--- src/rtl/dpa_pkg.sv ---
// Shared photo-album definitions: glyph geometry, frame-buffer stride and the
// time_render state encoding, plus the character-ROM address helper.
package dpa_pkg;

    localparam int GLYPH_W     = 13;
    localparam int GLYPH_H     = 24;
    localparam int GLYPH_COLON = 10;
    localparam int GLYPH_BLANK = 11;
    localparam int FB_SHIFT    = 8;

    typedef enum logic [2:0] {
        IDLE,
        FETCH,
        LATCH,
        WRITE,
        DONE
    } tr_state_t;

    // ROM rows are stored glyph-major, GLYPH_H rows per glyph.
    function automatic logic [8:0] rom_addr(input logic [3:0] glyph, input logic [4:0] row);
        return 9'(glyph) * 9'(GLYPH_H) + 9'(row);
    endfunction

endpackage

--- src/rtl/time_render_if.sv ---
// Bus bundle between time_render and its surroundings: album-controller
// handshake, character-ROM read port and image-memory write port.
interface time_render_if;

    logic        start;
    logic [23:0] time_bcd;
    logic [19:0] fb_base;
    logic        busy;
    logic        done;
    logic [8:0]  cr_a;
    logic [12:0] cr_q;
    logic [19:0] im_a;
    logic [23:0] im_d;
    logic        im_wen;

    // Controller / memory side.
    modport master (
        output start, time_bcd, fb_base, cr_q,
        input  busy, done, cr_a, im_a, im_d, im_wen
    );

    // Renderer side.
    modport slave (
        input  start, time_bcd, fb_base, cr_q,
        output busy, done, cr_a, im_a, im_d, im_wen
    );

endinterface

--- src/rtl/time_glyph_sel.sv ---
// Maps a character position (0..7 of "HH:MM:SS") and the latched BCD time to
// a glyph code: digits 0-9, colon at positions 2 and 5, blank for nibbles > 9.
module time_glyph_sel
    import dpa_pkg::*;
(
    input  logic [2:0]  char_idx,
    input  logic [23:0] time_bcd,
    output logic [3:0]  glyph
);

    logic [3:0] nib;

    // Pick the BCD nibble for this position, then apply colon / blank rules.
    always_comb begin
        nib   = 4'd0;
        glyph = 4'd0;
        case (char_idx)
            3'd0:    nib = time_bcd[23:20];
            3'd1:    nib = time_bcd[19:16];
            3'd3:    nib = time_bcd[15:12];
            3'd4:    nib = time_bcd[11:8];
            3'd6:    nib = time_bcd[7:4];
            3'd7:    nib = time_bcd[3:0];
            default: nib = 4'd0;
        endcase
        if (char_idx == 3'd2 || char_idx == 3'd5)
            glyph = 4'(GLYPH_COLON);
        else if (nib > 4'd9)
            glyph = 4'(GLYPH_BLANK);
        else
            glyph = nib;
    end

endmodule

--- src/rtl/time_render.sv ---
// Renders "HH:MM:SS" into the frame buffer, one pixel per cycle, from
// character-ROM glyph rows. Optional macro TIME_RENDER_BG_EN paints clear
// pixels with BG (opaque box); otherwise clear pixels are skipped.
// Outputs are registered from next-state values so each cycle's cr_a / im_*
// belong to the state the block is in during that cycle.
module time_render
    import dpa_pkg::*;
#(
    parameter int          X0 = 8,
    parameter int          Y0 = 8,
    parameter logic [23:0] FG = 24'hFFFFFF,
    parameter logic [23:0] BG = 24'h000000
) (
    input logic          clk,
    input logic          reset,
    time_render_if.slave bus
);

    tr_state_t   state, state_n;
    logic [2:0]  char_q, char_n;
    logic [4:0]  row_q, row_n;
    logic [3:0]  col_q, col_n;
    logic [12:0] bits_q, bits_n;
    logic [23:0] time_q, time_n;
    logic [19:0] base_q, base_n;

    logic [3:0]  glyph;
    logic        pix;
    logic [23:0] pix_col;
    logic [19:0] pix_x, pix_y, pix_addr;

    time_glyph_sel u_glyph_sel (
        .char_idx (char_n),
        .time_bcd (time_n),
        .glyph    (glyph)
    );

    // Next-state and counter sequencing: FETCH, LATCH, then 13 WRITE cycles per row.
    always_comb begin
        state_n = state;
        char_n  = char_q;
        row_n   = row_q;
        col_n   = col_q;
        bits_n  = bits_q;
        time_n  = time_q;
        base_n  = base_q;
        case (state)
            IDLE: begin
                if (bus.start) begin
                    state_n = FETCH;
                    time_n  = bus.time_bcd;
                    base_n  = bus.fb_base;
                    char_n  = 3'd0;
                    row_n   = 5'd0;
                end
            end
            FETCH: state_n = LATCH;
            LATCH: begin
                bits_n  = bus.cr_q;
                col_n   = 4'd0;
                state_n = WRITE;
            end
            WRITE: begin
                if (col_q == 4'(GLYPH_W - 1)) begin
                    if (row_q != 5'(GLYPH_H - 1)) begin
                        row_n   = row_q + 5'd1;
                        state_n = FETCH;
                    end else if (char_q != 3'd7) begin
                        char_n  = char_q + 3'd1;
                        row_n   = 5'd0;
                        state_n = FETCH;
                    end else begin
                        state_n = DONE;
                    end
                end else begin
                    col_n = col_q + 4'd1;
                end
            end
            DONE:    state_n = IDLE;
            default: state_n = IDLE;
        endcase
    end

    // Pixel value and address for the upcoming cycle; MSB of the row is the leftmost pixel.
    always_comb begin
        pix      = bits_n[4'd12 - col_n];
        pix_col  = pix ? FG : BG;
        pix_x    = 20'(X0) + 20'(char_n) * 20'(GLYPH_W) + 20'(col_n);
        pix_y    = (20'(Y0) + 20'(row_n)) << FB_SHIFT;
        pix_addr = base_n + pix_y + pix_x;
    end

    // Control state and counters.
    always_ff @(posedge clk or posedge reset) begin
        if (reset) begin
            state  <= IDLE;
            char_q <= 3'd0;
            row_q  <= 5'd0;
            col_q  <= 4'd0;
        end else begin
            state  <= state_n;
            char_q <= char_n;
            row_q  <= row_n;
            col_q  <= col_n;
        end
    end

    // Latched request data and the captured glyph row.
    always_ff @(posedge clk) begin
        bits_q <= bits_n;
        time_q <= time_n;
        base_q <= base_n;
    end

    // Registered outputs; address/data hold outside the states that drive them.
    always_ff @(posedge clk or posedge reset) begin
        if (reset) begin
            bus.busy   <= 1'b0;
            bus.done   <= 1'b0;
            bus.cr_a   <= 9'd0;
            bus.im_a   <= 20'd0;
            bus.im_d   <= 24'd0;
            bus.im_wen <= 1'b1;
        end else begin
            bus.busy <= (state_n != IDLE);
            bus.done <= (state_n == DONE);
            if (state_n == FETCH)
                bus.cr_a <= rom_addr(glyph, row_n);
            if (state_n == WRITE) begin
                bus.im_a <= pix_addr;
`ifdef TIME_RENDER_BG_EN
                bus.im_wen <= 1'b0;
                bus.im_d   <= pix_col;
`else
                bus.im_wen <= ~pix;
                if (pix)
                    bus.im_d <= pix_col;
`endif
            end else begin
                bus.im_wen <= 1'b1;
            end
        end
    end

endmodule
--- src/flat_wrapper.sv ---
// flat-port wrapper written by rule: the top's interface ports become plain ports
module time_render_flat import dpa_pkg::*;
#(
    parameter int          X0 = 8,
    parameter int          Y0 = 8,
    parameter logic [23:0] FG = 24'hFFFFFF,
    parameter logic [23:0] BG = 24'h000000
)
  (clk, reset, bus_start, bus_time_bcd, bus_fb_base, bus_cr_q, bus_busy, bus_done, bus_cr_a, bus_im_a, bus_im_d, bus_im_wen);
  time_render_if bus_i ();
  input logic clk;
  input logic reset;
  input wire logic [$bits(bus_i.start)-1:0] bus_start;
  input wire logic [$bits(bus_i.time_bcd)-1:0] bus_time_bcd;
  input wire logic [$bits(bus_i.fb_base)-1:0] bus_fb_base;
  input wire logic [$bits(bus_i.cr_q)-1:0] bus_cr_q;
  output wire logic [$bits(bus_i.busy)-1:0] bus_busy;
  output wire logic [$bits(bus_i.done)-1:0] bus_done;
  output wire logic [$bits(bus_i.cr_a)-1:0] bus_cr_a;
  output wire logic [$bits(bus_i.im_a)-1:0] bus_im_a;
  output wire logic [$bits(bus_i.im_d)-1:0] bus_im_d;
  output wire logic [$bits(bus_i.im_wen)-1:0] bus_im_wen;
  assign bus_i.start = bus_start;
  assign bus_i.time_bcd = bus_time_bcd;
  assign bus_i.fb_base = bus_fb_base;
  assign bus_i.cr_q = bus_cr_q;
  assign bus_busy = bus_i.busy;
  assign bus_done = bus_i.done;
  assign bus_cr_a = bus_i.cr_a;
  assign bus_im_a = bus_i.im_a;
  assign bus_im_d = bus_i.im_d;
  assign bus_im_wen = bus_i.im_wen;
  time_render #(.X0(X0), .Y0(Y0), .FG(FG), .BG(BG)) u_core (.clk(clk), .reset(reset), .bus(bus_i));
endmodule
--- config.mk ---
export PLATFORM = sky130hd
export DESIGN_NAME = time_render_flat
export DESIGN_NICKNAME = d
export VERILOG_FILES = /design/src/rtl/dpa_pkg.sv /design/src/rtl/time_render_if.sv /design/src/rtl/time_glyph_sel.sv /design/src/rtl/time_render.sv /design/src/flat_wrapper.sv
export SDC_FILE = /design/constraint.sdc
export NUM_CORES = 1
export LEC_CHECK = 0
export ABC_AREA = 1
export BUFFER_PORTS_ARGS = -buffer_cell sky130_fd_sc_hd__buf_4
export CAP_MARGIN = 20
export CORE_UTILIZATION = 56
export DETAILED_ROUTE_END_ITERATION = 8
export GPL_TIMING_DRIVEN = 0
export PLACE_DENSITY = 0.88
export SETUP_SLACK_MARGIN = 0.3
export SLEW_MARGIN = 20
export SYNTH_ARGS = -nofsm -noshare
export SYNTH_HDL_FRONTEND = slang
export SYNTH_SLANG_ARGS = --single-unit
--- constraint.sdc ---
create_clock -name clk -period 5.48 [get_ports clk]
set_clock_uncertainty 0.15 [all_clocks]
set_input_delay 0.274 -clock clk [delete_from_list [all_inputs] [get_ports clk]]
set_output_delay 0.274 -clock clk [all_outputs]
set_load 0.02 [all_outputs]
### Yosys cells after proc, flatten, opt, wreduce, memory -nomap -nowiden

Index checks and enable logic that the tools add are counted.

* multiplexer cells: 28
* bitwise gates (word level): 1
* equal/unequal tests: 16
* $add $sub $neg: 10
* $mul: 2
* reductions and logical operators: 5
* $lt $le $gt $ge: 2

Operator list (number)
* 24-bit two-way mux: 2
* 20-bit adder: 2
* 20-bit two-way mux: 2
* 3-bit two-way mux: 8
* 4-bit one-hot mux with 6 select lines: 1
* 20-bit by 4-bit adder with 20-bit output: 1
* 5-bit two-way mux: 4
* 3-bit by 2-bit equality test with 1-bit output, second input constant: 5
* 3-bit equality test, second input constant: 5
* 13-bit two-way mux: 1
* 4-bit two-way mux: 3
* 3-bit one-hot mux with 4 select lines: 1
* 5-bit one-hot mux with 2 select lines: 1
* 9-bit by 5-bit adder with 9-bit output: 1
* 3-bit by 1-bit equality test with 1-bit output, second input constant: 3
* 4-bit by 7-bit adder with 8-bit output, first input constant: 1
* 4-bit one-hot mux with 2 select lines: 1
* 3-bit by 4-bit multiplier with 7-bit output, second input constant: 1
* 4-bit by 5-bit adder with 6-bit output, first input constant: 1
* 3-bit logical NOT: 2
* 4-bit by 2-bit multiplier with 6-bit output, second input constant: 1
* 3-bit one-hot mux with 2 select lines: 1
* 5-bit by 1-bit adder with 5-bit output, second input constant: 1
* 4-bit by 5-bit less-than comparator with 1-bit output, second input constant: 1
* other kinds (13): 14

* input port bits: 60
* flip-flop bits (word level): 105
* logic and storage cells: 77

### Logic depth before layout (Yosys ltp)

* depth in word-level cells: 12
* mapped depth: 30
* mapped depth without buffers: 30

### Hierarchy

From an unflattened synthesis, not the netlist that was laid out.

* cells, all modules: 809
* area, all modules: 6154.7 µm²

Modules (own cells, without submodules)
* time_render: cells an instance 738, seq. area each 2343.5 µm², times used 1, area each 5808.1 µm²
* time_glyph_sel: cells an instance 71, seq. area each 0.0 µm², times used 1, area each 346.6 µm²

### Least setup slack after synthesis

OpenSTA, ideal clock, no wires.

* kind: register to register
* start point: register u_core.col_q[0]
* end point: register u_core.bus.im_a[13]
* setup time: 130 ps
* cell stages (with the launch flop): 29
* path buffers: 0
* data arrival time: 4071 ps
* required time: 5200 ps
* path slack: 1129 ps
* cells stage by stage: dfrtp_1 > inv_1 > ha_1 > nand3_4 > clkinv_4 > nand3_4 > nand2_2 > nand2_2 > nand2_1 > nand2_2 > ha_1 > inv_1 > fa_1 > inv_1 > ha_1 > inv_1 > fa_1 > inv_1 > ha_1 > ha_1 > nand2_1 > inv_1 > a21oi_1 > o21ai_1 > inv_1 > o21a_1 > o21ai_0 > xnor2_1 > o21ai_1

* longest elaborated chain between the ends: 7

RTL lines
* start, declared: line time_render.sv:22 `logic [3:0] col_q, col_n;`
* start signal, assigned: line time_render.sv:104 `col_q <= col_n;`
* 4-bit equality test: line time_render.sv:64 `if (col_q == 4'(GLYPH_W - 1)) begin`
* 3-bit two-way mux: line time_render.sv:64
* 3-bit one-hot mux with 2 select lines: line time_render.sv:47 `case (state)`
* named net u_core.char_n[0]: line time_render.sv:20 `logic [2:0] char_q, char_n;`
* 3-bit by 4-bit multiplier with 7-bit output: line time_render.sv:88 `pix_x = 20'(X0) + 20'(char_n) * 20'(GLYPH_W) + 20'(col_n);`
* 4-bit by 7-bit adder with 8-bit output: line time_render.sv:88
* 20-bit by 4-bit adder with 20-bit output: line time_render.sv:88
* 20-bit adder: line time_render.sv:90 `pix_addr = base_n + pix_y + pix_x;`
* end signal, assigned: line time_render.sv:130 `bus.im_a <= pix_addr;`
* end, declared: line time_render_if.sv:25 `output busy, done, cr_a, im_a, im_d, im_wen`

The timed path passes the listed nets, and every way through them passes these cells.
A chain may end at the register's enable or synchronous reset.

### Final worst setup path

Same ends and word-level chain as after synthesis.

==> metrics.txt <==
library cells used by synthesis 52; CTS tree yes; setup_tns 0 ps; H-Tree Depth 3; first-pass GRT wire length 23300 microns; critical path startpoint u_core.col_q[0]; worst vdd ir 0.000140 V; final setup fails 0; Clock Latency Late Sink 380 ps; max_slew headroom 55.0%; WL/cell 13.3 microns; Worst path max stage delay 490 ps; Tmin final 4870 ps; share of layout cells above drive strength 1 24.7%; Max Cap Violations 0; critical path startpoint category flip-flop; Slew Viols, Final 0; Sink Count 105; fin util 74.1%; TritonCTS buffer count 9; Detailed Route WL 14000 microns; Achievable Freq 205 MHz; diode count 0; number of enable flip-flop cells after synthesis 0; Max FO, Critical Path 9; reg2reg start u_core.col_q[0]; initial antenna violation count 0; synth-to-layout area growth 28.7%; most frequent cells in the layout nand2_1, buf_4, inv_1; vias per inst 5.07; port buffer count 115; Final Hold Viols 0; Worst-Margin Slew 668 ps; largest net degree at the start of global routing 31; router iterations before antenna repair 5; GRT Util Overall 26.3%; Ys Warns 0; drt initial violations 312; vias in the first global route 5085; Root Buffer clkbuf_8; IO Pins 116; Reg power frac 58.3%; final period utilization 88.9%; Mapped Cells 738; pwr dens 174 nW/um^2; # nets final 1019; min-delay worst type in -> reg; Sw Pwr 0.306 mW; HPWL Detailed 9960 microns; area of the core 10300 sq um; Final ANT Viol Nets 0; top cells by area, synth dfrtp_1, dfxtp_1, nand2_1, ha_1, inv_1; clk buf depth 2; Mean Syn Cell Area 8.06 sq um; RSZ-0062 raised after global routing no; status finished clean; most common cell after layout, fill and taps aside nand2_1; FP Rows 37; DIE HEIGHT 105 microns; reg-to-reg setup timing slack 610 ps; Logic pwr share 5.9%; required time of the worst setup path 5580 ps; Vias 5324; kind of end point of the critical path flip-flop; gpl congestion 0.877; clock share of power 35.8%; WP data arrival 4970 ps; most frequent CP cell inv_1; dominant cell type by area after synthesis dfrtp_1; switch share 23.0%; die area 11000 sq um; Setup crit end u_core.bus.im_a[13]; number of remaining DRC errors 0; Slowest cell on crit path fa_1; top_reg_cell synth dfxtp_1; P_int 1.02 mW; flops & latches, synth 105; die width 105 microns; Reg-to-Reg End u_core.bus.im_a[13]; Reg clk slew, reported paths 100 ps; Starting Density 57.6%; critical path class reg -> reg; Mapped Area 5950 sq um; Synthesized Nets 847; post-synth top area share 19.8%; GR Overflow Total 0; part of the Yosys area used for sequential elements 39.4%; leakage 4.07 nW; reg2reg path depth 28; ys async rst share 45.7%
logic make-up (layout without fill, tap and decap cells):
logic type	count (synthesis)	in the layout	synth area share (%)
and+or+nand+nor	353	353	26.6
muxes	12	12	2.23
AOI/OAI and AO/OA	87	87	8.54
adders and majority gates	49	49	11.4
DFF	105	105	39.4
xor gates and xnor gates	18	18	2.65
buffers and inverters	114	291	9.17
state kept, by name, summed over array words and instances (netlist names):
| signal | flops |
|---|---|
| u_core.bus.im_wen | 1 |
| u_core.time_q | 24 |
| u_core.bus.done | 1 |
| u_core.row_q | 5 |
| u_core.char_q | 3 |
| u_core.bits_q | 13 |
| u_core.bus.im_a | 20 |
| u_core.state | 3 |
| u_core.col_q | 4 |
| u_core.bus.busy | 1 |
| u_core.base_q | 20 |
| u_core.bus.cr_a | 9 |
| u_core.bus.im_d | 1 |
power groups by stage:
stage	sequential (mW)	combinational, mW	clock [mW]
floorplan	0.792	0.0124	0
global placement	0.791	0.0497	0
detailed placement	0.791	0.0525	0
CTS	0.775	0.0767	0.480
global route	0.776	0.0840	0.512
finish	0.775	0.0784	0.475
area by class of cell:
cell class,count,area (sq um)
fillers,718,2670
plain buffers,40,263
multi-input cells,519,3070
repair buffers,161,1330
clock buffers,10,149
inverters,74,283
well taps,136,170
clock inverters,6,45.0
flip-flops and latches,105,2340
through the flow:
stage / hold slack (ps) / cell area [sq um] / instances / power [mW] / setup WS (ps)
2_1_floorplan: 247 / 5950 / 738 / 0.804 / 1130
3_3_place_gp: 274 / 6980 / 989 / 0.841 / 731
3_5_place_dp: 162 / 7000 / 990 / 0.844 / 594
4_1_cts: 0.622 / 7620 / 1049 / 1.33 / 518
5_1_grt: 4.88 / 7650 / 1051 / 1.37 / 299
6_report: 9.19 / 7650 / 1051 / 1.33 / 607
synthesized netlist by cell type, types with 11 or more instances:
library cell,n
xor2_1,12
buf_4,25
o21ai_1,11
nand3_1,32
inv_1,67
dfrtp_1,47
nand2_1,243
a21oi_1,20
nand4_1,11
o21ai_0,31
nor2_1,24
ha_1,40
dfxtp_1,57
nand2_2,12
worst min-delay path by stage:
stage                     slack, ps  cells after the start        startpoint                 end
after floorplan                 250                      2  bus_time_bcd[11]   u_core.time_q[11]
after global placement          270                      2  u_core.bits_q[7]    u_core.bits_q[7]
after detailed placement        160                      2             reset  u_core.bus.im_d[0]
after CTS                       0.6                      3       bus_cr_q[7]    u_core.bits_q[7]
after global routing              5                      2       bus_cr_q[2]    u_core.bits_q[2]
final                             9                      3       bus_cr_q[7]    u_core.bits_q[7]
timing repair:
item | 4_1_cts | 5_1_grt
endpoints found under the hold margin | 59 | 0
setup endpoints to repair | 0 | 4
hold buffers | 43 | 0
gates resized for setup | 0 | 5
setup buffers | 0 | 2
worst max-delay path, delay by kind of cell (launching register included):
kind                     cells  cell delay [ps]
adder cells (fa/ha/maj)      7             2010
AND/OR/NAND/NOR              7              710
AO/OA/AOI/OAI                5              640
buffers and inverters        8              590
flip-flops                   1              440
XOR/XNOR                     1              200
layer usage:
metal	part of all wire (%)	vias up	GRT usage (%)
met5	0	-	0
met3	5.0	26	3.93
li1	-	2707	-
met2	48	166	45.2
met1	45	2425	33.7
met4	1.9	0	9.36
(Power assumes the default switching activity.)
